==> src/rtl/ul_tdm_sched_if.sv <==
// Bus bundle for ul_tdm_sched: run control, slot config, requester handshakes and TDM output.
// Optional o_underrun_cnt exists only when UL_TDM_UNDERRUN_CNT_EN is defined.
interface ul_tdm_sched_if #(
  parameter int NSRC = 4,
  parameter int W    = 32
);
  logic                i_en;
  logic [15:0]         i_slot_map;
  logic [7:0]          i_slot_en;
  logic [NSRC-1:0]     i_src_valid;
  logic [NSRC*W-1:0]   i_src_data;
  logic [NSRC-1:0]     o_src_ready;
  logic [W-1:0]        o_freq_fdata;
  logic                o_freq_ffram;
  logic                o_busy;
  logic [NSRC-1:0]     o_underrun;
`ifdef UL_TDM_UNDERRUN_CNT_EN
  logic [NSRC*16-1:0]  o_underrun_cnt;
`endif

  modport slave (
    input  i_en, i_slot_map, i_slot_en, i_src_valid, i_src_data,
    output o_src_ready, o_freq_fdata, o_freq_ffram, o_busy, o_underrun
`ifdef UL_TDM_UNDERRUN_CNT_EN
    , output o_underrun_cnt
`endif
  );

  modport master (
    output i_en, i_slot_map, i_slot_en, i_src_valid, i_src_data,
    input  o_src_ready, o_freq_fdata, o_freq_ffram, o_busy, o_underrun
`ifdef UL_TDM_UNDERRUN_CNT_EN
    , input o_underrun_cnt
`endif
  );
endinterface

==> src/rtl/ul_tdm_sched.sv <==
// Uplink TDM scheduler: 8-slot frame shared by four requesters via a frame-latched slot map.
// Define UL_TDM_UNDERRUN_CNT_EN to add per-source 16-bit saturating underrun counters.
module ul_tdm_sched #(
  parameter int NSRC = 4,
  parameter int W    = 32
) (
  input  logic           clk_491,
  input  logic           rst_491,
  ul_tdm_sched_if.slave  bus
);
  typedef enum logic {IDLE = 1'b0, RUN = 1'b1} state_t;

  state_t          state_reg, state_next;
  logic [2:0]      slot_reg, slot_next;
  logic [15:0]     map_reg, map_next;
  logic [7:0]      ena_reg, ena_next;
  logic [W-1:0]    fdata_reg, fdata_next;
  logic            ffram_reg, ffram_next;
  logic [NSRC-1:0] und_reg, und_next, und_set;
  logic            en_prev_reg;
  logic            en_rise;
  logic [1:0]      owner;
  logic            slot_on;
  logic [NSRC-1:0] ready;
  logic [W-1:0]    src_word [NSRC];

  generate
    for (genvar gi = 0; gi < NSRC; gi++) begin : g_word
      assign src_word[gi] = bus.i_src_data[gi*W +: W];
    end
  endgenerate

  assign owner   = map_reg[{slot_reg, 1'b0} +: 2];
  assign slot_on = (state_reg == RUN) && ena_reg[slot_reg];
  assign en_rise = bus.i_en && !en_prev_reg;

  always_comb begin
    state_next = state_reg;
    slot_next  = slot_reg;
    map_next   = map_reg;
    ena_next   = ena_reg;
    ready      = '0;
    und_set    = '0;
    fdata_next = '0;
    ffram_next = 1'b0;
    case (state_reg)
      IDLE: begin
        if (bus.i_en) begin
          state_next = RUN;
          slot_next  = 3'd0;
          map_next   = bus.i_slot_map;
          ena_next   = bus.i_slot_en;
        end
      end
      RUN: begin
        ffram_next = (slot_reg == 3'd0);
        slot_next  = slot_reg + 3'd1;
        if (slot_on) begin
          if (bus.i_src_valid[owner]) begin
            ready[owner] = 1'b1;
            fdata_next   = src_word[owner];
          end else begin
            und_set[owner] = 1'b1;
          end
        end
        // Config only changes at the frame boundary; the run decision is made here too.
        if (slot_reg == 3'd7) begin
          map_next = bus.i_slot_map;
          ena_next = bus.i_slot_en;
          if (!bus.i_en) state_next = IDLE;
        end
      end
      default: state_next = IDLE;
    endcase
    und_next = (en_rise ? '0 : und_reg) | und_set;
  end

  always_ff @(posedge clk_491 or posedge rst_491) begin
    if (rst_491) begin
      state_reg   <= IDLE;
      slot_reg    <= 3'd0;
      map_reg     <= '0;
      ena_reg     <= '0;
      fdata_reg   <= '0;
      ffram_reg   <= 1'b0;
      und_reg     <= '0;
      en_prev_reg <= 1'b0;
    end else begin
      state_reg   <= state_next;
      slot_reg    <= slot_next;
      map_reg     <= map_next;
      ena_reg     <= ena_next;
      fdata_reg   <= fdata_next;
      ffram_reg   <= ffram_next;
      und_reg     <= und_next;
      en_prev_reg <= bus.i_en;
    end
  end

`ifdef UL_TDM_UNDERRUN_CNT_EN
  generate
    for (genvar gi = 0; gi < NSRC; gi++) begin : g_cnt
      logic [15:0] cnt_reg, cnt_next;
      // A clear coinciding with an underrun leaves a count of one.
      always_comb begin
        cnt_next = cnt_reg;
        if (en_rise)
          cnt_next = {15'd0, und_set[gi]};
        else if (und_set[gi] && (cnt_reg != 16'hFFFF))
          cnt_next = cnt_reg + 16'd1;
      end
      always_ff @(posedge clk_491 or posedge rst_491) begin
        if (rst_491) cnt_reg <= '0;
        else         cnt_reg <= cnt_next;
      end
      assign bus.o_underrun_cnt[gi*16 +: 16] = cnt_reg;
    end
  endgenerate
`endif

  assign bus.o_src_ready  = ready;
  assign bus.o_freq_fdata = fdata_reg;
  assign bus.o_freq_ffram = ffram_reg;
  assign bus.o_busy       = (state_reg == RUN);
  assign bus.o_underrun   = und_reg;
endmodule

==> src/flat_wrapper.sv <==
// flat-port wrapper written by rule: the top's interface ports become plain ports
module ul_tdm_sched_flat 
#(
  parameter int NSRC = 4,
  parameter int W    = 32
)
  (clk_491, rst_491, bus_i_en, bus_i_slot_map, bus_i_slot_en, bus_i_src_valid, bus_i_src_data, bus_o_src_ready, bus_o_freq_fdata, bus_o_freq_ffram, bus_o_busy, bus_o_underrun);
  ul_tdm_sched_if #(.NSRC(NSRC), .W(W)) bus_i ();
  input  logic clk_491;
  input  logic rst_491;
  input wire logic [$bits(bus_i.i_en)-1:0] bus_i_en;
  input wire logic [$bits(bus_i.i_slot_map)-1:0] bus_i_slot_map;
  input wire logic [$bits(bus_i.i_slot_en)-1:0] bus_i_slot_en;
  input wire logic [$bits(bus_i.i_src_valid)-1:0] bus_i_src_valid;
  input wire logic [$bits(bus_i.i_src_data)-1:0] bus_i_src_data;
  output wire logic [$bits(bus_i.o_src_ready)-1:0] bus_o_src_ready;
  output wire logic [$bits(bus_i.o_freq_fdata)-1:0] bus_o_freq_fdata;
  output wire logic [$bits(bus_i.o_freq_ffram)-1:0] bus_o_freq_ffram;
  output wire logic [$bits(bus_i.o_busy)-1:0] bus_o_busy;
  output wire logic [$bits(bus_i.o_underrun)-1:0] bus_o_underrun;
  assign bus_i.i_en = bus_i_en;
  assign bus_i.i_slot_map = bus_i_slot_map;
  assign bus_i.i_slot_en = bus_i_slot_en;
  assign bus_i.i_src_valid = bus_i_src_valid;
  assign bus_i.i_src_data = bus_i_src_data;
  assign bus_o_src_ready = bus_i.o_src_ready;
  assign bus_o_freq_fdata = bus_i.o_freq_fdata;
  assign bus_o_freq_ffram = bus_i.o_freq_ffram;
  assign bus_o_busy = bus_i.o_busy;
  assign bus_o_underrun = bus_i.o_underrun;
  ul_tdm_sched #(.NSRC(NSRC), .W(W)) u_core (.clk_491(clk_491), .rst_491(rst_491), .bus(bus_i));
endmodule
==> config.mk <==
export PLATFORM = sky130hd
export DESIGN_NAME = ul_tdm_sched_flat
export DESIGN_NICKNAME = d
export VERILOG_FILES = /design/src/rtl/ul_tdm_sched_if.sv /design/src/rtl/ul_tdm_sched.sv /design/src/flat_wrapper.sv
export SDC_FILE = /design/constraint.sdc
export NUM_CORES = 1
export LEC_CHECK = 0
export CAP_MARGIN = 20
export CORE_AREA = 2 2 113 88
export DETAILED_ROUTE_END_ITERATION = 10
export DIE_AREA = 0 0 115 90
export DONT_BUFFER_PORTS = 1
export PLACE_DENSITY = 0.58
export SYNTH_ARGS = -nofsm -noshare
export SYNTH_HDL_FRONTEND = slang
export SYNTH_SLANG_ARGS = --single-unit
export TNS_END_PERCENT = 50
==> constraint.sdc <==
create_clock -name clk_491 -period 2.4 [get_ports clk_491]
set_input_delay 0.24 -clock clk_491 [delete_from_list [all_inputs] [get_ports clk_491]]
set_output_delay 0.24 -clock clk_491 [all_outputs]
set_load 0.01 [all_outputs]
# After elaboration in Yosys (flattened, before gate mapping)
# Cells that the tools add are included.
[totals]
mem_bits_ro = 0
latchBits = 0
wordCells = 57
ram_bits = 0
input_bits = 159
n_memories = 0
regBits = 66
output_inout_bits = 42
[op_classes]
n_reduce_logical = 6
eq_ne = 3
shift = 1
mul = 0
div = 0
bitwise_logic = 3
add_sub_neg = 1
mux = 31
n_lt_le_gt_ge = 4
[ops]
columns = ["op", "n"]
rows = [
  ["32-bit 2-to-1 mux", 5],
  ["32-bit binary-select mux with 2-bit select", 1],
  ["16-bit 2-to-1 mux", 2],
  ["16-bit one-hot mux with 2 select lines", 1],
  ["4-bit 2-to-1 mux", 7],
  ["8-bit 2-to-1 mux", 2],
  ["8-bit one-hot mux with 2 select lines", 1],
  ["16-bit by 5-bit variable part select with 2-bit output", 1],
  ["1-bit 2-to-1 mux", 6],
  ["3-bit one-hot mux with 2 select lines", 1],
  ["3-bit by 4-bit < comparator with 1-bit output (second input constant)", 1],
  ["2-bit != test (second input constant)", 2],
  ["4-bit OR", 1],
  ["3-bit by 1-bit adder with 3-bit output (second input constant)", 1],
  ["1-bit binary-select mux with 3-bit select", 1],
  ["3-bit equality test (second input constant)", 1],
  ["3-bit greater-or-equal comparator (second input constant)", 1],
  ["1-bit logical AND", 3],
  ["3-bit zero test", 1],
  ["2-bit by 3-bit < comparator with 1-bit output (second input constant)", 1],
  ["3-bit 2-to-1 mux", 1],
  ["2-bit inverter with 3-bit output", 1],
  ["1-bit binary-select mux with 2-bit select", 1],
  ["1-bit demux with 2-bit select", 1],
  ["other kinds (5)", 5],
]

# Logic depth before layout (Yosys ltp)
# Gate-level depths: netlist (run 1).
[depth]
ltp_word = 9
depth_mapped = 7
depth_no_buf = 4

# Least setup slack after synthesis (run 1)
# OpenSTA, ideal clock, no wires.
[synth_path]
path_kind = "register to register"
startpoint = "reg u_core.slot_reg[0]"
endpoint = "reg u_core.fdata_reg[18], in the netlist u_core.bus.o_freq_fdata[18]"
slack_ps = 342
synth_period_minus_slack_ps = 2058
setup_ps = 70
path_buffers = 3
arrival_ps = 1988
stages_incl_launch_ff = 8
required_ps = 2330
cell_sequence = "dfrtp_1 buf_6 mux4_1 mux2_2 buf_6 buf_4 mux4_2 nor2_2"
[synth_between]
elab_chain_cells = 8
elab_cells_between_ends = 13
cone_classes = "shift: 1; mux: 10; bitwise: 1; reduce/logical: 1"
[synth_lines]
columns = ["item", "line", "text"]
rows = [
  ["start: declaration", "ul_tdm_sched.sv:14", "logic [2:0] slot_reg, slot_next;"],
  ["start signal: assignment", "ul_tdm_sched.sv:90", "slot_reg <= slot_next;"],
  ["16-bit by 5-bit variable part select with 2-bit output", "ul_tdm_sched.sv:33", "assign owner = map_reg[{slot_reg, 1'b0} +: 2];"],
  ["2-bit inverter with 3-bit output (not written as such)", "ul_tdm_sched.sv:61", "fdata_next = src_word[owner];"],
  ["32-bit binary-select mux with 2-bit select", "ul_tdm_sched.sv:61", ""],
  ["32-bit 2-to-1 mux (not written as such) (2 in a row)", "ul_tdm_sched.sv:61", ""],
  ["32-bit 2-to-1 mux", "ul_tdm_sched.sv:59", "if (bus.i_src_valid[owner]) begin"],
  ["32-bit 2-to-1 mux (*)", "ul_tdm_sched.sv:58", "if (slot_on) begin"],
  ["32-bit 2-to-1 mux (*)", "ul_tdm_sched.sv:46", "case (state_reg)"],
  ["net u_core.fdata_next[18]", "ul_tdm_sched.sv:17", "logic [W-1:0] fdata_reg, fdata_next;"],
  ["end signal: assignment", "ul_tdm_sched.sv:93", "fdata_reg <= fdata_next;"],
  ["end: declaration", "ul_tdm_sched.sv:17", ""],
]
# The timed path passes the listed nets; every way through them passes the cells marked *. The select of a mux whose other input is x is not followed.
# A chain may end at the register's enable or synchronous reset.

# Worst setup path in the final report (run 1)
[layout_path]
startpoint = "reg u_core.slot_reg[0]"
endpoint = "out bus_o_src_ready[3]"
[layout_between]
elab_chain_cells = 8
elab_cells_between_ends = 14
cone_classes = "order compare: 2; shift: 1; mux: 9; reduce/logical: 2"
[layout_lines]
columns = ["item", "line", "text"]
rows = [
  ["16-bit by 5-bit variable part select with 2-bit output", "ul_tdm_sched.sv:33", ""],
  ["2-bit by 3-bit < comparator with 1-bit output (not written as such) / 2-bit by 1-bit greater-or-equal comparator with 1-bit output (equally long branches)", "ul_tdm_sched.sv:60", "ready[owner] = 1'b1;"],
  ["1-bit logical AND (not written as such)", "ul_tdm_sched.sv:60", ""],
  ["1-bit 2-to-1 mux (not written as such)", "ul_tdm_sched.sv:60", ""],
  ["1-bit demux with 2-bit select", "-", ""],
  ["4-bit 2-to-1 mux", "ul_tdm_sched.sv:59", ""],
  ["4-bit 2-to-1 mux (*)", "ul_tdm_sched.sv:58", ""],
  ["4-bit 2-to-1 mux (*)", "ul_tdm_sched.sv:46", ""],
  ["end: declaration", "flat_wrapper.sv:16", "output wire logic [$bits(bus_i.o_src_ready)-1:0] bus_o_src_ready;"],
]
# Every way passes the cells marked *; elsewhere a longest branch is shown, timed or not. The select of a mux whose other input is x is not followed.

==> results of run 1 <==
## cell families after synthesis
logic type      Yosys count  synth area share (%)
simple gates            181                  18.7
mux                      69                  30.0
flops                    66                  40.5
buf+inv                  36                  8.04
compound gates            8                  1.78
fa+ha+maj                 3                 0.921
## path summary, 6_finish.rpt
check	endpoint	depth (start not counted)	slack [ns]	start
worst min-delay path	u_core.slot_reg[2]$_DFFE_PP0P_	1	0.02	bus_i_en
worst max-delay path	bus_o_src_ready[3]	4	0.07	u_core.slot_reg[0]$_DFFE_PP0P_
worst max register to register	u_core.bus.o_freq_fdata[26]$_DFF_PP0_	7	0.14	u_core.slot_reg[0]$_DFFE_PP0P_
worst min register to register	u_core.ena_reg[6]$_DFFE_PP0P_	1	0.51	u_core.ena_reg[6]$_DFFE_PP0P_
min in group asynchronous	u_core.bus.o_freq_ffram$_DFF_PP0_	2	0.45	rst_491
max in group asynchronous	u_core.bus.o_freq_fdata[8]$_DFF_PP0_	3	1.31	rst_491
## cells in the final DEF (no fill, tap or decap), drive strengths merged
cell type	count
and2	1
inv	4
ha	3
dlygate4sd3	5
bufinv	1
nand2	137
clkinv	4
nor2	37
clkbuf	9
o31ai	3
a22oi	1
o21ai	1
dfrtp	66
a21o	1
mux2	26
nor2b	1
mux4	37
o41ai	2
clkinvlp	1
and3	2
mux2i	6
buf	19
nand2b	3
## worst reg2reg max path, delay by kind of cell, from the launching register on
family | cells | cell delay, ns
AND/OR/NAND/NOR | 1 | 0.11
flip-flops | 1 | 0.49
buffers and inverters | 3 | 0.50
multiplexers | 3 | 1.09
## final cells by class
class | instances | area (sq um)
fill | 852 | 4810
multi-input combinational | 261 | 2110
sequential | 66 | 1650
timing repair buffer | 24 | 279
clock buffer | 9 | 225
tap | 115 | 144
clock inverter | 6 | 68.8
inverter | 4 | 15.0
## metrics by stage
step	util [%]	hold WS [ns]	cells	setup WS [ns]	power (uW)
after global placement	43.3	0.227	455	0.128	5680
after floorplan	-	0.271	363	0.342	5360
after CTS	47.8	0.00177	481	0.00698	7470
after global routing	48.3	0.0132	485	-0.0142	8070
after detailed placement	43.3	0.234	455	0.0622	5770
final	48.3	0.0150	485	0.0737	7550
## what timing repair did
item                                    in CTS  in global routing
pin swaps                                    1                  3
setup buffers                                6                  3
cloned                                       1                  0
endpoints found under the setup margin       4                 15
hold endpoints to repair                    33                  1
gates resized for setup                      2                  9
hold buffers                                 4                  1
## power groups by stage
stage	Sequential, uW	Clock (uW)	Combinational, uW
finish	1870	1300	4380
global route	1920	1400	4740
CTS	1870	1330	4270
detailed placement	1900	0	3870
global placement	1880	0	3800
floorplan	1720	0	3640
## layer usage
metal	wire (microns)	part of all wire (%)	global-route usage (%)	up-vias
met5	0	0	0	-
met4	210	1.9	7.43	0
li1	-	-	-	1244
met3	1220	11	9.71	24
met2	5310	49	34.0	152
met1	4040	37	24.0	1427
==> run metrics, run 1 <==
result of the run complete, no violations; library cell occupying the most area in the post-synthesis netlist dfrtp_1; Final period util 96.9%; Synth top area share 40.5%; vias in the first global route 2955; placed wire-length estimate 7450 microns; synthesized area per cell 11.2 sq um; setup skew after layout 0.00636 ns; DRC Markers 0; sequential share of power approximately 25%; delay of the slowest critical-path stage 0.57 ns; initial antenna violation count 0; category of the worst setup path launch point flip-flop; Switching Share a little under two fifths; dominant delay contributor by cell family on the critical path multiplexers; critical-path cell list mux4_2 -> mux2_2 -> buf_12 -> and3_4; number of synthesis warnings 0; via density per instance around 6; wirelength, routed 10800 microns; setup TNS after final layout 0 ns; worst-case clock buffer depth 2; arrival time of the worst setup path 2.09 ns; commonest cells in the synthesized netlist nand2_1 (137), dfrtp_1 (66), mux4_2 (27), mux2_2 (26), nor2_2 (26); gate count after technology mapping 363; CP endpoint kind primary output; Switching Power 2810 uW; cell area reported after detailed placement 4030 sq um; highest ir drop seen on vdd 673 uV; Antenna Diode Count 0; number of setup violations in the final report 0; transition time at the pin with the least slew margin 0.611 ns; horizontal die dimension 115 microns; Most used DFF post-synth dfrtp_1; max-slew headroom at the worst pin 59.2%; starting density of the core 43.8%; P per Cell Area 1680 nW/um^2; cell type of the slowest stage on the worst timing path mux4_2; Critical Path RT 2.16 ns; CTS buffer count 9; final slew viol count 0; Largest register FFs 32; Port Buf Inserts 0; Synth-to-Final Area Change 10.3%; number of design-rule violations left by the first detailed-router iteration 172; Core Box Area 9310 sq um; via count roughly 2800; post-synthesis sequential element count 66; largest net degree at the start of global routing 39; # Max-Cap Violations 0; chip height 90 microns; static leakage power 0.00194 uW; number of top-level pins 201; Fin. Hold Viols 0; combinational cell fraction of total power 58.1%; count leader, synth nand2_1; clock slew seen by the registers of the worst setup and hold paths 0.06 ns; number of core rows 31; H-Tree Depth 3; fraction of registers with async set or reset after synthesis 100%; grt total ovfl 0; sequential share of the synthesized area 40.5%; unrepaired setup endpoints after global routing true; f_max 430 MHz; Hold/Removal Path Class in2reg; first-pass GRT wire length 16300 microns; final worst path period need 2.33 ns; clock insertion delay at the later pin of the skew report 0.33 ns; Cell Area, Synth 4080 sq um; crit-path max FO 18; internal power contribution 4740 uW; Net count, final about 530; overall global routing resource usage 20.9%; number of flops mapped to enable cells by yosys 0; clock root cell clkbuf_16; clock power share 17.2%; TritonCTS clock tree built; DR WL/cell 22.2 microns; post-route ant nets 0; full die area slightly above 10000 sq um; final instance area 4500 sq um; count of unique library cells instantiated by Yosys 30; Post-Syn Nets 525; Clock Sinks 66; top post-synthesis cells by area dfrtp_1 (41%), mux4_2 (15%), nand2_1 (13%), mux2_2 (7.2%), mux4_1 (6.4%); buffering stage count on the worst path with inverters included 1; final estimated routing congestion in global placement approximately 0.8; Setup Crit Path Kind reg2out; First-pass DRT Iterations 6; layout cell share with drive strength beyond 1 34.1%
Power figures use the tool's default switching activity.
==> inputs of run 2 (changes only) <==
--- a/config.mk
+++ b/config.mk
@@ -6,11 +6,11 @@
 export NUM_CORES = 1
 export LEC_CHECK = 0
 export CAP_MARGIN = 20
-export CORE_AREA = 2 2 113 88
+export CORE_AREA = 2 2 151 116
 export DETAILED_ROUTE_END_ITERATION = 10
-export DIE_AREA = 0 0 115 90
+export DIE_AREA = 0 0 153 118
 export DONT_BUFFER_PORTS = 1
-export PLACE_DENSITY = 0.58
+export PLACE_DENSITY = 0.37
 export SYNTH_ARGS = -nofsm -noshare
 export SYNTH_HDL_FRONTEND = slang
 export SYNTH_SLANG_ARGS = --single-unit
==> run 2 against run 1 <==
Clock skew up 0.0018 ns. Power about the same. Critical path depth unchanged. Cell count up 21%. Routed wire length up 17%. Critical endpoint unchanged. Highest routed layer unchanged.
==> run metrics, run 2 (synthesis gave the netlist of run 1 again) <==
number of design-rule violations left by the first detailed-router iteration ~110; vias in the first global route 3073; Final period util 97.9%; final estimated routing congestion in global placement 0.823; clock slew seen by the registers of the worst setup and hold paths 0.06 ns; clock power share 20.0%; final worst path period need 2.35 ns; # Max-Cap Violations 0; buffering stage count on the worst path with inverters included 1; leading cell types in the layout, fill and taps excluded nand2_1 (137), dfrtp_1 (65), mux4_2 (27), nor2_2 (27), mux2_2 (26); Fin. Hold Viols 0; placed wire-length estimate around 8800 microns; grt total ovfl 0; most common library cell in the layout ignoring fill and taps nand2_1; Switching Share 38.1%; P per Cell Area 1630 nW/um^2; Hold WS 0.0495 ns; initial antenna violation count 0; worst-case clock buffer depth 2; crit-path max FO 19; Setup Crit Path Kind reg2out; Clock Sinks 66; delay of the slowest critical-path stage between 0.6 and 0.7 ns; busiest grt layer met2; chip height 118 microns; sequential share of power 24.1%; full die area 18100 sq um; H-Tree Depth 3; largest net degree at the start of global routing 35; internal power contribution roughly 4700 uW; category of the worst setup path launch point flip-flop; number of top-level pins 201; via density per instance approximately 4.9; final non-filler cell total 586; clock insertion delay at the later pin of the skew report approximately 0.34 ns; GR Layer Usage met1 17.1%; Core Box Area 16600 sq um; DR WL/cell 21.5 microns; Largest register FFs 32; First-pass DRT Iterations 4; starting density of the core 24.6%; post-route ant nets 0; unrepaired setup endpoints after global routing true; clock root cell clkbuf_16; overall global routing resource usage 14.1%; arrival time of the worst setup path between 2 and 2.5 ns; setup skew after layout slightly above 0.008 ns; met3 layer usage reported by global route 6.26%; Critical Path RT 2.16 ns; final slew viol count 0; CP endpoint kind primary output; combinational cell fraction of total power between 50% and 60%; Net count, final 528; number of core rows slightly above 40; CTS buffer count 9; dominant delay contributor by cell family on the critical path multiplexers; Switching Power about 2900 uW; highest ir drop seen on vdd between 600 and 700 uV; number of setup violations in the final report 0; transition time at the pin with the least slew margin 0.465 ns; static leakage power about 0.002 uW; horizontal die dimension around 150 microns; critical-path cell list mux4_1 -> mux2_2 -> buf_6 -> and3_4; cell type of the slowest stage on the worst timing path mux4_1; met2 Track Usage GR between 20% and 30%; Synth-to-Final Area Change 13.8%; DRC Markers 0; first-pass GRT wire length 19100 microns; total power after layout ~7600 uW; f_max 426 MHz; fin util 28.0%; Hold/Removal Path Class in2reg; wirelength, routed 12600 microns; count of fill cells added during filler insertion 1740; result of the run complete, no violations; Antenna Diode Count 0; Port Buf Inserts 0; layout cell share with drive strength beyond 1 33.2%; max-slew headroom at the worst pin between 60% and 70%; TritonCTS clock tree built; Placed Cells incl. Taps 557; via count 2867
[run 2: cell types whose count changed in the layout (fill, tap and decap cells not counted), sizes merged]
| cell | change |
|---|---|
| clkinvlp | -1 |
| buf | -1 |
| dlygate4sd3 | +1 |
| inv | +4 |
| clkinv | -3 |
| bufinv | +1 |
[run 2: power groups by stage]
stage               Sequential [uW]  Clock (uW)  Combinational [uW]
global route                   1860        1630                4610
floorplan                      1720           0                3640
finish                         1820        1510                4220
CTS                            1830        1570                4190
detailed placement             1860           0                4020
global placement               1870           0                3960
[run 2: timing repair]
| item | in CTS | in global routing |
|---|---|---|
| gates resized for setup | 2 | 7 |
| endpoints found under the setup margin | 4 | 19 |
| buffers inserted | 5 | 2 |
| pin swaps | 1 | 1 |
| hold buffers | 6 | 0 |
| gates cloned | 0 | 0 |
| hold endpoints to repair | 21 | 0 |
[run 2: final timing paths]
path,start,endpoint,slack [ns],cells past startpoint
max,u_core.slot_reg[0]$_DFFE_PP0P_,bus_o_src_ready[3],0.05,4
min,bus_i_slot_map[4],u_core.map_reg[4]$_DFFE_PP0P_,0.05,1
max reg2reg,u_core.slot_reg[0]$_DFFE_PP0P_,u_core.bus.o_freq_fdata[30]$_DFF_PP0_,0.13,7
min reg2reg,u_core.ena_reg[6]$_DFFE_PP0P_,u_core.ena_reg[6]$_DFFE_PP0P_,0.50,1
max in group asynchronous,rst_491,u_core.slot_reg[0]$_DFFE_PP0P_,1.25,3
min in group asynchronous,rst_491,u_core.bus.o_freq_fdata[21]$_DFF_PP0_,0.35,2
[run 2: final cells by class]
type	count	area (sq um)	area share [%]
well taps	215	269	5.80
repair buffers	24	244	5.26
multi-input cells	261	2120	45.8
inverters	4	15.0	0.324
clock inverters	7	106	2.29
flip-flops and latches	66	1650	35.7
clock buffers	9	225	4.86
[run 2: metal layers]
layer  vias to the layer above  wire length (microns)
li1                       1247                      -
met1                      1455                   5310
met2                       152                   5990
met3                        13                   1170
met4                         0                    152
met5                         -                      0
[run 2: worst reg2reg max path: cells and delay by family (launching register included)]
family | cells | cell delay (ns)
muxes | 3 | 1.08
and+or+nand+nor | 1 | 0.09
buffers and inverters | 3 | 0.56
DFF | 1 | 0.47
[run 2: per-stage QoR]
stage                     cell area, sq um  setup slack [ns]  TNS [ns]
after CTS                             4590           -0.0121   -0.0423
after global placement                4160             0.139         0
after global routing                  4640          -0.00318  -0.00318
final                                 4640            0.0506         0
after floorplan                       4080             0.342         0
after detailed placement              4160            0.0402         0
